==> config.mk <==
export PLATFORM = sky130hd
export DESIGN_NAME = mips_bus_arbiter
export DESIGN_NICKNAME = d
export VERILOG_FILES = /design/src/rtl/mips_bus_arbiter.sv
export SDC_FILE = /design/constraint.sdc
export NUM_CORES = 1
export LEC_CHECK = 0
export ABC_AREA = 1
export BUFFER_PORTS_ARGS = -buffer_cell sky130_fd_sc_hd__clkbuf_2
export CAP_MARGIN = 10
export CORE_AREA = 4 4 104 106
export CTS_CLUSTER_DIAMETER = 150
export CTS_CLUSTER_SIZE = 30
export DETAILED_ROUTE_END_ITERATION = 7
export DIE_AREA = 0 0 108 110
export SYNTH_ARGS = -nofsm -noshare
export SYNTH_HDL_FRONTEND = slang
export SYNTH_SLANG_ARGS = --single-unit
==> constraint.sdc <==
create_clock -name clk -period 1.4 [get_ports clk]
set_clock_uncertainty 0.2 [all_clocks]
set_input_delay 0.07 -clock clk [delete_from_list [all_inputs] [get_ports clk]]
set_output_delay 0.07 -clock clk [all_outputs]
set_load 0.02 [all_outputs]
==> src/rtl/mips_bus_arbiter.sv <==
// Two-master (fetch/data) arbiter onto one memory bus; optional MIPS_ARB_ROUND_ROBIN_EN alternates conflicting grants.
// Latency: grant one edge after request, strobe the cycle after; read data valid the cycle after acceptance.
// Backpressure: slave waitrequest stalls only the owner; the other master (and both when idle/RDATA) sees waitrequest=1.
module mips_bus_arbiter #(
    parameter int ADDR_W = 32,
    parameter int DATA_W = 32
) (
    input  logic                clk,
    input  logic                reset,
    input  logic [ADDR_W-1:0]   i_address,
    input  logic                i_read,
    output logic                i_waitrequest,
    output logic [DATA_W-1:0]   i_readdata,
    output logic                i_readdatavalid,
    input  logic [ADDR_W-1:0]   d_address,
    input  logic                d_read,
    input  logic                d_write,
    input  logic [DATA_W-1:0]   d_writedata,
    input  logic [DATA_W/8-1:0] d_byteenable,
    output logic                d_waitrequest,
    output logic [DATA_W-1:0]   d_readdata,
    output logic                d_readdatavalid,
    output logic [ADDR_W-1:0]   address,
    output logic                read,
    output logic                write,
    output logic [DATA_W-1:0]   writedata,
    output logic [DATA_W/8-1:0] byteenable,
    input  logic                waitrequest,
    input  logic [DATA_W-1:0]   readdata
);

    typedef enum logic [1:0] {IDLE, OWN, RDATA} state_t;

    localparam logic M_I = 1'b0;
    localparam logic M_D = 1'b1;

    state_t state, state_nxt;
    logic   owner, owner_nxt;
    logic   d_req, grant_d;
    logic   own_rd, own_wr;

    assign d_req = d_read | d_write;

`ifdef MIPS_ARB_ROUND_ROBIN_EN
    logic last, last_nxt;

    // On a conflict, hand the bus to whichever master did not get it last time.
    assign grant_d = d_req & (~i_read | (last == M_I));

    always_ff @(posedge clk or negedge reset) begin
        if (!reset) begin
            last <= M_I;
        end else begin
            last <= last_nxt;
        end
    end

    always_comb begin
        last_nxt = last;
        if (state == OWN && (own_rd | own_wr) && !waitrequest) begin
            last_nxt = owner;
        end
    end
`else
    assign grant_d = d_req;
`endif

    always_ff @(posedge clk or negedge reset) begin
        if (!reset) begin
            state <= IDLE;
            owner <= M_I;
        end else begin
            state <= state_nxt;
            owner <= owner_nxt;
        end
    end

    // Owner strobes; a simultaneous data read+write collapses to the write.
    always_comb begin
        own_rd = 1'b0;
        own_wr = 1'b0;
        if (owner == M_D) begin
            own_wr = d_write;
            own_rd = d_read & ~d_write;
        end else begin
            own_rd = i_read;
        end
    end

    always_comb begin
        state_nxt = state;
        owner_nxt = owner;
        case (state)
            IDLE: begin
                if (i_read | d_req) begin
                    owner_nxt = grant_d ? M_D : M_I;
                    state_nxt = OWN;
                end
            end
            OWN: begin
                if (!(own_rd | own_wr)) begin
                    state_nxt = IDLE;
                end else if (!waitrequest) begin
                    state_nxt = own_wr ? IDLE : RDATA;
                end
            end
            RDATA:   state_nxt = IDLE;
            default: state_nxt = IDLE;
        endcase
    end

    always_comb begin
        address         = '0;
        read            = 1'b0;
        write           = 1'b0;
        writedata       = '0;
        byteenable      = '0;
        i_waitrequest   = 1'b1;
        d_waitrequest   = 1'b1;
        i_readdatavalid = 1'b0;
        d_readdatavalid = 1'b0;
        case (state)
            OWN: begin
                read  = own_rd;
                write = own_wr;
                if (owner == M_D) begin
                    address       = d_address;
                    writedata     = d_writedata;
                    byteenable    = d_byteenable;
                    d_waitrequest = waitrequest;
                end else begin
                    address       = i_address;
                    byteenable    = '1;
                    i_waitrequest = waitrequest;
                end
            end
            RDATA: begin
                if (owner == M_D) begin
                    d_readdatavalid = 1'b1;
                end else begin
                    i_readdatavalid = 1'b1;
                end
            end
            default: ;
        endcase
    end

    assign i_readdata = readdata;
    assign d_readdata = readdata;

endmodule
Yosys cells after proc, flatten, opt, wreduce, memory -nomap -nowiden
Index checks and enable logic that the tools add are counted.

Register bits: 3. Latch bits: 0. Bits in writable memories: 0. Memory bits (read-only): 0. Input bits: 138. Output and inout port bits: 138. Word-level logic and storage cells: 38. Memories kept: 0.

Add/subtract/negate cells: 0. Multipliers: 0. Div/mod/pow operators: 0. $lt $le $gt $ge: 0. Equal/unequal tests: 4. Shift operators: 0. Mux-type cells: 24. Bitwise gates (word level): 5. Reduce and logical (&&, ||, !) cells: 3.

Operators with widths (number): $mux 32 (4); $mux 1 (13); $mux 2 (4); $mux 4 (2); $pmux 2 s2 (1); $reduce_and 2->1 (2); $ne 3x3->1 const B (1); $or 1x1->1 (3); $eq 2x1->1 const B (1); $eq 2x2->1 const B (1); $logic_not 2->1 (1); $ne 2x2->1 const B (1); $and 1x1->1 (1); $not 1->1 (1).

Depth between registers and ports, before layout
Gate-level depths: netlist (run 1).

Word-level depth: 6. Depth in mapped cells: 7. Depth with buffers taken out: 5.

Worst setup path after synthesis (run 1)
No wires, ideal clock.

Kind: reg2out. From: register owner. To: output i_readdatavalid. Data arrival time: 1.134 ns. Data required time: 1.130 ns. Path slack: -0.004 ns. Stages on the path, launching flop included: 4. Buffers on the path: 2. Cell sequence: dfrtp_1 > buf_6 > buf_2 > nor3_1.

Longest elaborated chain between the ends: 2.

RTL lines: start, declared (line 38) `logic owner, owner_nxt;`; start signal, assigned (line 74) `owner <= owner_nxt;`; $mux 1 (line 138) `if (owner == M_D) begin`; $mux 1 (line 122) `case (state)`; end, declared (line 14) `output logic i_readdatavalid,`.

No other way between the ends.

Final worst setup path (run 1)
From: register state[1]. To: output address[20].

Longest elaborated chain between the ends: 2.

RTL lines: start, declared (line 37) `state_t state, state_nxt;`; start signal, assigned (line 73) `state <= state_nxt;`; $eq 2x1->1 (line 122); $mux 32 (line 122); end, declared (line 23) `output logic [ADDR_W-1:0] address,`.

No other way between the ends.

==> results of run 1 <==
-- where the power goes --
group	switching (mW)	internal, mW	leakage [nW]
Sequential	0.0581	0.123	0.0352
Combinational	3.58	2.88	1.67
Clock	0.0549	0.194	0.0228
Total	3.70	3.20	1.73
-- worst reg2reg max path: cells and delay by family, from the launching register on --
family	cells	cell delay, ns
buf+inv	1	0.18
flops	1	0.43
simple gates	4	0.37
-- flip-flops by register name, indices dropped and copies added, names as in the netlist --
| name | count |
|---|---|
| state | 2 |
| owner | 1 |
-- logic make-up (layout without fill, tap and decap cells) --
| family | after synthesis | after routing |
|---|---|---|
| compound gates | 33 | 33 |
| buf+inv | 88 | 245 |
| flops | 3 | 3 |
| simple gates | 161 | 161 |
-- final timing paths --
check	start	to	slack (ns)	cells past startpoint
max	state[1]$_DFFE_PN0P_	address[20]	-0.21	5
min	d_write	state[1]$_DFFE_PN0P_	0.008	4
max reg2reg	state[0]$_DFFE_PN0P_	owner$_DFFE_PN0P_	0.10	5
min reg2reg	state[1]$_DFFE_PN0P_	state[0]$_DFFE_PN0P_	0.38	3
max in group asynchronous	reset	owner$_DFFE_PN0P_	0.86	2
min in group asynchronous	reset	state[0]$_DFFE_PN0P_	0.02	2
-- Yosys cell counts --
cell | number | area, um^2
buf_6 | 3 | 33.8
inv_1 | 4 | 15.0
dfrtp_1 | 3 | 75.1
buf_4 | 65 | 488
nand2_1 | 99 | 372
a21oi_1 | 22 | 110
buf_12 | 1 | 20.0
a21oi_2 | 10 | 87.6
nand3_1 | 3 | 15.0
inv_2 | 1 | 3.75
buf_2 | 14 | 70.1
nor2_1 | 46 | 173
nor3_1 | 2 | 10.0
o21ai_0 | 1 | 5.00
nand2_2 | 11 | 68.8
-- through the flow --
| stage | area (um^2) | total power [mW] |
|---|---|---|
| detailed placement | 2160 | 4.28 |
| global placement | 2160 | 4.29 |
| finish | 3410 | 6.90 |
| CTS | 3090 | 6.11 |
| global route | 3410 | 7.31 |
| floorplan | 1550 | 3.13 |
-- cell type report --
class,count,share of cell area
Timing Repair Buffer,236,0.574
Inverter,5,0.0106
Clock buffer,4,0.0132
Tap cell,133,0.0488
Multi-Input combinational cell,194,0.331
Sequential cell,3,0.0224
-- timing repair --
action / CTS / global route
pin swaps: 1 / 5
buffers inserted: 3 / 1
gates resized for setup: 116 / 142
endpoints found under the setup margin: 74 / 74
gates cloned: 4 / 3
hold buffers: 37 / 0
hold endpoints to repair: 70 / 0
-- placed cells by master (no fill, tap or decap), types with 7 or more instances in the layout --
master,n
buf_12,8
nor2_4,7
nand2_2,22
dlygate4sd3_1,37
buf_4,34
clkbuf_4,11
clkbuf_2,105
clkbuf_8,13
nand2_1,82
buf_6,22
a21oi_2,28
nor2_2,16
nor2_1,23
-- routing by layer --
layer  share of wire  track usage  wire length, um  up-vias
li1                -            -                -     1126
met5               0            0                0        -
met4          0.0077       0.0243               63        0
met2            0.58        0.227             4730      143
met1            0.34        0.103             2770     1059
met3           0.076       0.0163              620        8
==> impl_metrics.py, run 1 <==
metrics = {
    "setup_path": {
        "worst-path-buf-inv": 3,
        "crit_arrival_ns": 1.34,
        "path_cells": "inv_2, nand2_8, buf_12, a21oi_2, clkbuf_8",
        "worstPathRequired_ns": 1.13,
        "end_kind": "output port",
        "slowest_delay_ns": 0.37,
        "cp-start-kind": "flip-flop",
        "critPathTopFamily": "buffers and inverters",
        "worst_path_max_delay_cell": "dfrtp_1",
        "crit_path_max_fanout": 21,
        "crit_type": "flip-flop to output port",
    },
    "timing": {
        "fmaxAchievable_mhz": 623,
        "tns_ns": -9.73,
        "period_needed_ns": 1.61,
        "maxSlewHeadroom": 0.679,
        "fin_crit_sh": 1.15,
        "setup_ws_ns": -0.206,
        "hold_ws_ns": 0.00803,
        "maxSlewViolCount": 0,
        "rsz0062_at_grt": "yes",
        "worst_pin_slew_ns": 0.480,
        "hold_viol_final": 0,
        "setup_viol": 74,
    },
    "pwr": {
        "ir_drop_mv": 0.786,
        "leakage_nw": 1.73,
        "power_density_nw_per_um2": 2020,
    },
    "yosys": {
        "syn_avg_cell_area_um2": 5.43,
        "synth-simple-area-share": 0.413,
        "synth_fa_ha_area_frac": 0,
        "syn-cell-area_um2": 1550,
        "synth_top_family_by_area": "simple AND/OR/NAND/NOR gates",
        "synth_compound_area_frac": 0.131,
        "ys_types": 15,
        "synth_cells": 285,
        "ys_ff_latch": 3,
        "ys_seq_area_frac": 0.0485,
        "synthMuxAreaShare": 0,
        "syn-num-nets": 423,
        "yosys_warnings": 0,
        "synth-xor-area-share": 0,
    },
    "floorplan": {
        "die_area_um2": 11900,
        "core_region_area_um2": 9770,
        "row_count": 36,
        "die_h_um": 110,
        "ios": 276,
        "die_x_um": 108,
        "initial_core_util": 0.158,
    },
    "drt": {
        "dr.pass1.iters": 4,
        "wl_um": 8190,
        "drtIter0Drc": 71,
        "vias": 2336,
        "routed_via_density": 4.06,
        "drtAntennaViolNets": 0,
        "wl_per_cell_um": 14.2,
        "drc": 0,
    },
    "clock_network": {
        "h-tree-depth": 1,
        "clock_latency_ns": 0.21,
        "root_buffer": "clkbuf_8",
        "clock_sinks": 3,
        "clk_pin_slew_worst_paths_ns": 0.03,
        "cts_buffers": 3,
        "clk_path_buf_depth": 2,
        "cts_tree": "built",
    },
    "place": {
        "place_inst": 526,
        "hpwl_um": 5000,
        "place.gp.congestion": 0.774,
        "dp_slack_ns": -0.0113,
        "port_buffers": 179,
    },
    "global_route": {
        "grt_usage": 0.106,
        "grt_pass1_vias": 2200,
        "antenna_found_initial": 0,
        "grt_overflow_total": 0,
        "grt_max_degree": 42,
        "grt_pass1_wl_um": 10100,
    },
    "cells_and_area": {
        "multiInputGateArea_um2": 1130,
        "finalNonFillerCells": 575,
        "layout-drive-gt1-share": 0.656,
        "area.growth.synth_to_final_pct": 121,
        "layout.nets": 581,
        "seqCellArea_um2": 76.3,
        "num-fill-cells": 1008,
        "diodes": 0,
        "post-route-util": 0.349,
    },
    "status": {
        "run_status": "complete, but fails checks",
        "violations": "negative setup slack",
    },
    "hold_path": {
        "hp-class": "input pin to flip-flop",
    },
    "flow_run": {
        "drv_cap": 0,
    },
}
(Power assumes the default switching activity.)
==> inputs of run 2 (changes only) <==
==> config.mk (replaced) <==
export PLATFORM = sky130hd
export DESIGN_NAME = mips_bus_arbiter
export DESIGN_NICKNAME = d
export VERILOG_FILES = /design/src/rtl/mips_bus_arbiter.sv
export SDC_FILE = /design/constraint.sdc
export NUM_CORES = 1
export LEC_CHECK = 0
export ABC_AREA = 1
export CAP_MARGIN = 10
export CORE_AREA = 4 4 105 107
export CTS_CLUSTER_DIAMETER = 150
export CTS_CLUSTER_SIZE = 30
export DETAILED_ROUTE_END_ITERATION = 7
export DIE_AREA = 0 0 109 111
export DONT_BUFFER_PORTS = 1
export SYNTH_ARGS = -nofsm -noshare
export SYNTH_HDL_FRONTEND = slang
export SYNTH_SLANG_ARGS = --single-unit
==> impl_metrics.py, run 2 (synthesis results as in run 1) <==
metrics = {
    "status": {
        "run_status": "complete, but fails checks",
        "violations": "negative hold slack, negative setup slack",
    },
    "floorplan": {
        "initial_core_util": 0.153,
        "row_count": 37,
        "die_area_um2": 12100,
        "core_region_area_um2": 10100,
        "ios": 276,
        "die_x_um": 109,
        "die_h_um": 111,
    },
    "setup_path": {
        "end_kind": "output port",
        "crit_path_max_fanout": 12,
        "reg2reg_from": "owner$_DFFE_PN0P_",
        "crit_type": "flip-flop to output port",
        "ff2ff_path_depth": 7,
        "cp-start-kind": "flip-flop",
        "rrSetupSlack_ns": 0.04,
        "reg2reg_to": "state[1]$_DFFE_PN0P_",
        "worstPathRequired_ns": 1.13,
        "crit_arrival_ns": 1.40,
    },
    "cells_and_area": {
        "final_cell_mix": "nand2_1 (70), buf_6 (51), dlygate4sd3_1 (36), nor2_4 (32), buf_4 (31)",
        "largest_register_ffs": 2,
        "layout.nets": 483,
        "regMostFlops": "state",
        "final_common_cell": "nand2_1",
        "finalNonFillerCells": 480,
        "area.growth.synth_to_final_pct": 117,
        "layout-drive-gt1-share": 0.645,
        "num-fill-cells": 1012,
        "post-route-util": 0.331,
        "reg_top3": "state (2), owner (1)",
        "diodes": 0,
    },
    "place": {
        "port_buffers": 0,
        "place.gp.congestion": 0.750,
        "dp_slack_ns": -0.000392,
        "place_inst": 420,
        "hpwl_um": 4400,
    },
    "drt": {
        "wl_um": 8470,
        "vias": 2039,
        "routed_via_density": 4.25,
        "dr.pass1.iters": 4,
        "wl_per_cell_um": 17.7,
        "drtIter0Drc": 50,
        "drtAntennaViolNets": 0,
        "drc": 0,
    },
    "pwr": {
        "swShare": 0.534,
        "power_density_nw_per_um2": 2410,
        "ir_drop_mv": 1.76,
        "seqPwrFrac": 0.028,
        "switching_power_mw": 4.32,
        "leakage_nw": 1.44,
        "internal-power_mw": 3.77,
        "power_frac_clock": 0.032,
        "pwr-share-comb": 0.940,
    },
    "clock_network": {
        "h-tree-depth": 1,
        "root_buffer": "clkbuf_8",
        "clock_latency_ns": 0.22,
        "cts_tree": "built",
        "clk_path_buf_depth": 2,
        "cts_buffers": 3,
        "cts_hold_buf": 36,
        "clock_sinks": 3,
        "clk_pin_slew_worst_paths_ns": 0.03,
    },
    "global_route": {
        "grt_usage": 0.0914,
        "antenna_found_initial": 0,
        "grt_overflow_total": 0,
        "grt_pass1_vias": 1792,
        "grt_max_degree": 30,
        "grt_pass1_wl_um": 8900,
    },
    "timing": {
        "hold_viol_final": 3,
        "maxSlewHeadroom": 0.709,
        "rsz0062_at_grt": "yes",
        "setup_ws_ns": -0.269,
        "tns_ns": -12.15,
        "worst_pin_slew_ns": 0.435,
        "hold_ws_ns": -0.196,
        "setup_viol": 74,
        "maxSlewViolCount": 0,
        "fin_crit_sh": 1.19,
        "fmaxAchievable_mhz": 599,
        "period_needed_ns": 1.67,
    },
    "flow_run": {
        "drv_cap": 0,
    },
    "hold_path": {
        "hp-class": "input pin to flip-flop",
        "hold_start": "d_write",
        "whs_endpoint": "owner$_DFFE_PN0P_",
        "min_delay_path_depth": 2,
    },
}
run 2: worst max-delay path by stage:
| stage | startpoint | end | slack, ns | depth (start not counted) |
|---|---|---|---|---|
| 2_1_floorplan | state[1]$_DFFE_PN0P_ | address[22] | 0.01 | 4 |
| 4_1_cts | owner$_DFFE_PN0P_ | read | -0.20 | 7 |
| 6_report | owner$_DFFE_PN0P_ | read | -0.27 | 6 |
| 3_3_place_gp | owner$_DFFE_PN0P_ | address[20] | 0.002 | 4 |
| 5_1_grt | owner$_DFFE_PN0P_ | read | -0.33 | 6 |
| 3_5_place_dp | owner$_DFFE_PN0P_ | address[24] | -0.0004 | 4 |
run 2: area by class of cell:
class	instances	area, um^2	share of cell area
repair buffers	136	1580	0.472
multi-input cells	196	1450	0.432
well taps	136	170	0.0508
flip-flops and latches	3	77.6	0.0231
clock buffers	4	45.0	0.0134
inverters	5	28.8	0.00859
run 2: repair_timing:
| item | CTS | global route |
|---|---|---|
| setup buffers | 4 | 1 |
| setup endpoints to repair | 74 | 75 |
| gates cloned | 3 | 12 |
| pin swaps | 4 | 27 |
| resized for setup | 39 | 180 |
| hold endpoints to repair | 70 | 3 |
run 2: metal layers:
| layer | global-route usage | vias up | wire length [um] |
|---|---|---|---|
| li1 | - | 937 | - |
| met1 | 0.0864 | 937 | 2890 |
| met2 | 0.192 | 151 | 4850 |
| met3 | 0.0111 | 14 | 598 |
| met4 | 0.0303 | 0 | 143 |
| met5 | 0 | - | 0 |
run 2: through the flow:
step / power (mW) / cell area (um^2)
finish: 8.08 / 3350
global route: 8.57 / 3350
CTS: 5.70 / 2440
detailed placement: 4.48 / 1780
global placement: 4.45 / 1780
floorplan: 3.13 / 1550
run 2: worst max-delay path, stage by stage, from the launching register on:
cell	delay, ns
dfrtp_2	0.44
buf_4	0.21
nand2_1	0.11
nand2_2	0.08
nand2_2	0.06
nor2_1	0.11
buf_4	0.16
run 2: power by group through the flow:
stage | combinational [mW] | sequential, mW | clock, mW
floorplan | 2.99 | 0.145 | 0
global placement | 4.30 | 0.153 | 0
detailed placement | 4.33 | 0.154 | 0
CTS | 5.26 | 0.181 | 0.258
global route | 8.07 | 0.233 | 0.265
finish | 7.60 | 0.227 | 0.257
